$ cat src/rtl/clk_int_div_multi.sv
// ---------------------------------------------------------------------------
// clk_int_div_multi
//   NUM_CH independent, runtime-programmable integer clock dividers running
//   off a single source clock. Each channel divides by N = div+1 (N >= 2).
//   A new ratio is taken through a valid/ready handshake and only applied at
//   a period boundary, so the divided clock never produces a runt pulse.
//   div_done_o flags that the current ratio has been active for DONE_DELAY
//   full output periods.
//
// Ports
//   clk_i        source clock (only clock)
//   rst_n_i      synchronous active-low reset
//   en_i         [NUM_CH]          per-channel run enable
//   div_i        [NUM_CH*W]        ratio fields, channel k at [k*W +: W]
//   div_valid_i  [NUM_CH]          ratio update request
//   div_ready_o  [NUM_CH]          update accepted when valid & ready
//   div_done_o   [NUM_CH]          ratio active for DONE_DELAY periods
//   clk_trg_o    [NUM_CH]          1-cycle pulse, the cycle before clk_o rises
//   clk_o        [NUM_CH]          divided clocks
//
// Build option
//   CLK_INT_DIV_ODD_DUTY50_EN  when defined, odd ratios get a 50% duty cycle
//   by ORing a half-cycle (negedge) delayed copy of the high phase into
//   clk_o. When undefined, only posedge logic exists and odd N is high for
//   floor(N/2) cycles.
// ---------------------------------------------------------------------------

module clk_int_div_ch #(
    parameter int W          = 16,
    parameter int DONE_DELAY = 3,
    parameter int DIV_RST    = 1
) (
    input  logic         clk_i,
    input  logic         rst_n_i,
    input  logic         en_i,
    input  logic [W-1:0] div_i,
    input  logic         div_valid_i,
    output logic         div_ready_o,
    output logic         div_done_o,
    output logic         clk_trg_o,
    output logic         clk_o
);

    localparam int DW = (DONE_DELAY < 1) ? 1 : $clog2(DONE_DELAY + 1);

    typedef enum logic [1:0] {ST_STOP, ST_RUN, ST_DRAIN} st_e;

    st_e           st_q, st_d;
    logic [W-1:0]  cnt_q, cnt_d;
    logic [W-1:0]  cur_q, cur_d;
    logic [W-1:0]  pend_q, pend_d;
    logic          pend_vld_q, pend_vld_d;
    logic [DW-1:0] dcnt_q, dcnt_d;
    logic          clk_q, trg_q, done_q;
    logic          running, prd_end;

    // High phase length floor(N/2), one bit wider so cur = all-ones is safe.
    function automatic logic [W:0] hi_of(input logic [W-1:0] c);
        return ({1'b0, c} + (W+1)'(1)) >> 1;
    endfunction

    always_comb begin
        st_d       = st_q;
        cnt_d      = cnt_q;
        cur_d      = cur_q;
        pend_d     = pend_q;
        pend_vld_d = pend_vld_q;
        dcnt_d     = dcnt_q;
        running    = (st_q != ST_STOP);
        prd_end    = running && (cnt_q == cur_q);

        if (running)
            cnt_d = prd_end ? '0 : cnt_q + W'(1);

        // Saturating count of completed periods under the current ratio.
        if (prd_end && (dcnt_q != DW'(DONE_DELAY)))
            dcnt_d = dcnt_q + DW'(1);

        // Apply only at a period boundary (or immediately when stopped) and
        // restart the period so the new ratio begins with a full high phase.
        if (pend_vld_q && (prd_end || !running)) begin
            cur_d      = pend_q;
            pend_vld_d = 1'b0;
            dcnt_d     = '0;
            cnt_d      = '0;
        end

        // Handshake and apply are mutually exclusive: apply needs pend_vld=1,
        // acceptance needs pend_vld=0.
        if (div_valid_i && !pend_vld_q) begin
            pend_d     = (div_i == '0) ? W'(1) : div_i;
            pend_vld_d = 1'b1;
            dcnt_d     = '0;
        end

        case (st_q)
            ST_STOP:  if (en_i) st_d = ST_RUN;
            // Enable dropping exactly at period end stops right away.
            ST_RUN:   if (!en_i) st_d = prd_end ? ST_STOP : ST_DRAIN;
            ST_DRAIN: if (en_i) st_d = ST_RUN;
                      else if (prd_end) st_d = ST_STOP;
            default:  st_d = ST_STOP;
        endcase
    end

    // Outputs are registered from next-state so they line up with cnt_q.
    always_ff @(posedge clk_i) begin
        if (!rst_n_i) begin
            st_q       <= ST_STOP;
            cnt_q      <= '0;
            cur_q      <= W'(DIV_RST);
            pend_q     <= W'(DIV_RST);
            pend_vld_q <= 1'b0;
            dcnt_q     <= '0;
            clk_q      <= 1'b0;
            trg_q      <= 1'b0;
            done_q     <= 1'b0;
        end else begin
            st_q       <= st_d;
            cnt_q      <= cnt_d;
            cur_q      <= cur_d;
            pend_q     <= pend_d;
            pend_vld_q <= pend_vld_d;
            dcnt_q     <= dcnt_d;
            clk_q      <= (st_d != ST_STOP) && ({1'b0, cnt_d} < hi_of(cur_d));
            trg_q      <= (st_d == ST_RUN) && (cnt_d == cur_d);
            done_q     <= (dcnt_d == DW'(DONE_DELAY));
        end
    end

    assign div_ready_o = ~pend_vld_q;
    assign div_done_o  = done_q;
    assign clk_trg_o   = trg_q;

`ifdef CLK_INT_DIV_ODD_DUTY50_EN
    // Odd N (cur even): stretch the high phase by half a source cycle.
    logic neg_q;
    always_ff @(negedge clk_i) begin
        if (!rst_n_i) neg_q <= 1'b0;
        else          neg_q <= clk_q & ~cur_q[0];
    end
    // Maps to a clock-tree OR2 cell in implementation.
    assign clk_o = clk_q | neg_q;
`else
    assign clk_o = clk_q;
`endif

endmodule

module clk_int_div_multi #(
    parameter int NUM_CH          = 4,
    parameter int DIV_VALUE_WIDTH = 16,
    parameter int DONE_DELAY      = 3,
    parameter int DIV_RST         = 1
) (
    input  logic                              clk_i,
    input  logic                              rst_n_i,
    input  logic [NUM_CH-1:0]                 en_i,
    input  logic [NUM_CH*DIV_VALUE_WIDTH-1:0] div_i,
    input  logic [NUM_CH-1:0]                 div_valid_i,
    output logic [NUM_CH-1:0]                 div_ready_o,
    output logic [NUM_CH-1:0]                 div_done_o,
    output logic [NUM_CH-1:0]                 clk_trg_o,
    output logic [NUM_CH-1:0]                 clk_o
);

    for (genvar k = 0; k < NUM_CH; k++) begin : g_ch
        clk_int_div_ch #(
            .W          (DIV_VALUE_WIDTH),
            .DONE_DELAY (DONE_DELAY),
            .DIV_RST    (DIV_RST)
        ) u_ch (
            .clk_i       (clk_i),
            .rst_n_i     (rst_n_i),
            .en_i        (en_i[k]),
            .div_i       (div_i[k*DIV_VALUE_WIDTH +: DIV_VALUE_WIDTH]),
            .div_valid_i (div_valid_i[k]),
            .div_ready_o (div_ready_o[k]),
            .div_done_o  (div_done_o[k]),
            .clk_trg_o   (clk_trg_o[k]),
            .clk_o       (clk_o[k])
        );
    end

endmodule

$ cat config.mk
export PLATFORM = sky130hd
export DESIGN_NAME = clk_int_div_multi
export DESIGN_NICKNAME = d
export VERILOG_FILES = /design/src/rtl/clk_int_div_multi.sv
export SDC_FILE = /design/constraint.sdc
export NUM_CORES = 1
export LEC_CHECK = 0
export CAP_MARGIN = 40
export CORE_ASPECT_RATIO = 1.5
export CORE_UTILIZATION = 60
export CTS_CLUSTER_SIZE = 16
export DETAILED_ROUTE_END_ITERATION = 8
export GPL_TIMING_DRIVEN = 0
export PLACE_DENSITY = 0.81
export REMOVE_ABC_BUFFERS = 1
export SYNTH_ARGS = -nofsm -noshare
export SYNTH_HDL_FRONTEND = slang
export SYNTH_SLANG_ARGS = --single-unit
$ cat constraint.sdc
create_clock -name clk_i -period 5.15 [get_ports clk_i]
set_clock_uncertainty 0.2 [all_clocks]
set_input_delay 1.03 -clock clk_i [delete_from_list [all_inputs] [get_ports clk_i]]
set_output_delay 1.03 -clock clk_i [all_outputs]
set_load 0.05 [all_outputs]
==> results by group <==
Logic synthesis
  – Yosys cell types: just under 70
  – Share of synthesized registers carrying an async set or reset: 0%
  – Register area share after synthesis: 32.2%
  – Number of synthesized register bits: 224
  – Synthesized area per cell: 8.00 sq um
  – Post-synth EDFFs: 0
  – Syn Inst Count: around 1,700
  – Warnings from Yosys: 0
  – Syn Std Cell Area: 13,900 sq um
  – Main flop type after synthesis: dfxtp_1

Critical path
  – Crit start category: flop
  – CP required: ~5.3 ns
  – CP arrival: a little over 5 ns
  – Crit Path Max Fanout: 9
  – Setup CP Type: reg -> reg
  – Nature of the critical path endpoint: flop

Route
  – Via count: 12,300
  – DRT iter0 DRCs: 761
  – Wirelength, routed: approximately 35 mm
  – Routed Antenna Nets: 0
  – Vias/cell: ~6.0
  – First-pass DRT Iterations: 7
  – DR DRC count: 0
  – WL/cell: ~17 microns

Run status
  – Status: finished, final reports clean

Timing
  – Max Slew Vio Count: 0
  – Final period util: a little over nine tenths
  – Period minus WS final: 4.89 ns
  – Final setup TNS: 0 ns
  – Final WS setup: around 0.26 ns
  – Final Hold Fails: 0
  – Slew @ Worst Pin: ~0.86 ns
  – RSZ-0062 raised after global routing: false
  – Rel. slew slack: 42.0%
  – Hold Slack: between 0.2 and 0.3 ns
  – Finish-stage setup viols: 0
  – Maximum clock frequency: between 200 and 250 MHz

Placed design
  – Pre-CTS WS: -0.231 ns
  – Placed cell area: 14,900 sq um
  – IO buf count: 89
  – Dpl cells: between 2,000 and 2,500
  – Post-DP HPWL: between 20 and 30 mm
  – RD Place Congestion: ~0.94

Clocking
  – TritonCTS clock tree: done
  – Total CTS buffers: 22
  – Clock root cell: clkbuf_16
  – CTS Buffer Depth: 3
  – Worst skew pair latency: around 0.52 ns
  – CTS sink cnt: approximately 220
  – Clk slew on worst S/H paths: 0.06 ns
  – Max H-tree Level: 1
  – Hold bufs inserted after CTS: 0

Global route
  – Total GRT Usage: ~30%
  – Largest net degree at the start of global routing: 121
  – Vias in the first global route: about 12,000
  – First-pass GRT wire length: 57.8 mm
  – Initial antenna violation count: 0
  – Total gr overflow: 0

Min path
  – Hold crit path type: reg -> reg

Cells and area
  – Fin cells: 2,063
  – Post-layout nets: 1,919
  – Antenna diodes: 0
  – Storage cell area: about 4500 sq um
  – # fillers: 1,865
  – Multi-input gate area: around 8900 sq um
  – Layout Area Growth over Synthesis: 13.5%
  – Core Util, Final: a little over two thirds
  – Layout cell share with drive strength beyond 1: 4.76%
  – Finished Cell Area: ~16,000 sq um

Floorplanning
  – DIE AREA: ~24,000 sq um
  – Row cnt: 67
  – Initial Util: about three fifths
  – Chip height: 188 microns
  – Io pins: 90
  – CORE AREA: between 20,000 and 25,000 sq um
  – Die Span X: around 130 microns

Power and ir drop
  – Sw power: about 1.2 mW
  – Internal power: around 3.1 mW
  – Tot Pwr: ~4.3 mW
  – Sw Ratio: about 27%
  – Comb pwr share: 15.8%
  – Flop pwr share: between 40 and 50%
  – Clock power share: between 40 and 50%
  – P_leak: ~6.3 nW
  – Worst VDD drop: 0.000260 V
  – Pwr dens: roughly 270 nW/um^2

Run
  – Number of max-cap violations: 0
==> area by class of cell <==
cell class / instances / share of cell area (%)
clock inverter: 3 / 0.571
sequential: 224 / 28.4
multi-input combinational: 1393 / 56.7
clock buffer: 35 / 4.44
tap: 276 / 2.19
inverter: 25 / 0.626
timing repair buffer: 107 / 7.09
==> metal layers <==
layer	up-vias	GRT usage [%]	part of all wire, %
li1	6100	-	-
met1	5749	33.0	39
met2	376	55.2	52
met3	119	3.21	4.2
met4	0	15.1	4.6
met5	-	0	0
==> synth_stat cells, types with 5 or more instances <==
library cell  number  area [sq um]
nand2_1          230           863
nor2b_1           14          87.6
dfxtp_1          224          4480
or2_1              6          37.5
and2_1            20           125
nor3b_1            5          37.5
inv_1             24          90.1
mux2_2             6          67.6
nand4_1           51           319
o21ai_1            6          30.0
buf_1              5          18.8
nor3_1            57           285
xor2_1           103           902
nand2b_1          10          62.6
ha_1              72           901
buf_2              9          45.0
xnor2_1          138          1210
nor4_1            38           238
and4_1            11          96.3
mux2i_1           66           661
and3_1            25           156
o211ai_1           6          45.0
a21oi_1          120           601
clkbuf_1          63           236
or3_1              7          43.8
nand3_1           66           330
a21o_1            10          75.1
buf_4             18           135
o21ai_0           42           210
nor2_1           205           769
or4_1              8          60.1
==> path summary, 6_finish.rpt <==
| path | from | to | slack, ns | cells after the start |
|---|---|---|---|---|
| max | g_ch[3].u_ch.cnt_q[2] | g_ch[3].u_ch.clk_o | 0.26 | 21 |
| min | g_ch[0].u_ch.pend_q[13] | g_ch[0].u_ch.pend_q[13] | 0.25 | 2 |
| max reg2reg | g_ch[3].u_ch.cnt_q[2] | g_ch[3].u_ch.clk_o | 0.26 | 21 |
| min reg2reg | g_ch[0].u_ch.pend_q[13] | g_ch[0].u_ch.pend_q[13] | 0.25 | 2 |
==> power by group through the flow <==
stage	clock [mW]	combinational [mW]	sequential, mW
6_report	1.75	0.682	1.87
2_1_floorplan	0	0.402	1.91
4_1_cts	1.79	0.670	1.87
5_1_grt	1.86	0.741	1.87
3_3_place_gp	0	0.624	1.90
3_5_place_dp	0	0.663	1.90
==> worst max-delay path, cell delays in order (launching register included) <==
cell and delay (ns):
dfxtp_1 0.37, xnor2_1 0.40, nand4_1 0.24, nor4_4 0.38, nor2_1 0.29, nor2_4 0.31
nand2_1 0.09, nand2_1 0.09, ha_1 0.19, o21ai_1 0.13, or2_1 0.33, nor2_1 0.16
xor2_1 0.16, ha_1 0.26, a21o_1 0.16, a21oi_1 0.14, nor2b_1 0.05, o21ai_0 0.16
nand2b_1 0.08, a21oi_1 0.14, nor2_1 0.05, nor4_1 0.36
==> cells by family (layout without fill, tap and decap cells) <==
| logic type | Yosys count | in the layout | synth area share, % |
|---|---|---|---|
| buffers and inverters | 122 | 170 | 3.97 |
| DFF | 224 | 224 | 32.2 |
| xor gates and xnor gates | 241 | 241 | 15.2 |
| AOI/OAI and AO/OA | 238 | 238 | 10.1 |
| and+or+nand+nor | 763 | 763 | 25.9 |
| muxes | 79 | 79 | 6.06 |
| adders and majority gates | 72 | 72 | 6.48 |
==> cells in the final DEF, fill, tap and decap left out, drive strengths merged, types with 6 or more instances in the layout <==
cell,netlist,routed
mux2i,69,69
or4,8,8
nor4,41,41
nor2,205,205
buf,34,19
inv,25,25
a21oi,121,121
clkbuf,63,35
o211ai,6,6
nand2,230,230
nand3,66,66
a21o,10,10
nand2b,10,10
xnor2,138,138
or3,7,7
and2,20,20
and3,25,25
clkdlybuf4s50,0,88
dfxtp,224,224
nor3,57,57
xor2,103,103
nand4,51,51
nor2b,14,14
o21ai,51,51
ha,72,72
or2,10,10
mux2,9,9
and4,11,11
==> flip-flops by register name (all words and copies together), names as in the netlist <==
name                  cells
g_ch.u_ch.clk_o           4
g_ch.u_ch.cur_q          64
g_ch.u_ch.pend_vld_q      4
g_ch.u_ch.cnt_q          64
g_ch.u_ch.st_q            8
g_ch.u_ch.dcnt_q          8
g_ch.u_ch.clk_trg_o       4
g_ch.u_ch.pend_q         64
g_ch.u_ch.div_done_o      4
==> what timing repair did <==
action / CTS / global route
setup buffers: 0 / 3
pin swaps: 0 / 1
resized for setup: 2 / 6
setup endpoints to repair: 1 / 3
(Power assumes the default switching activity.)
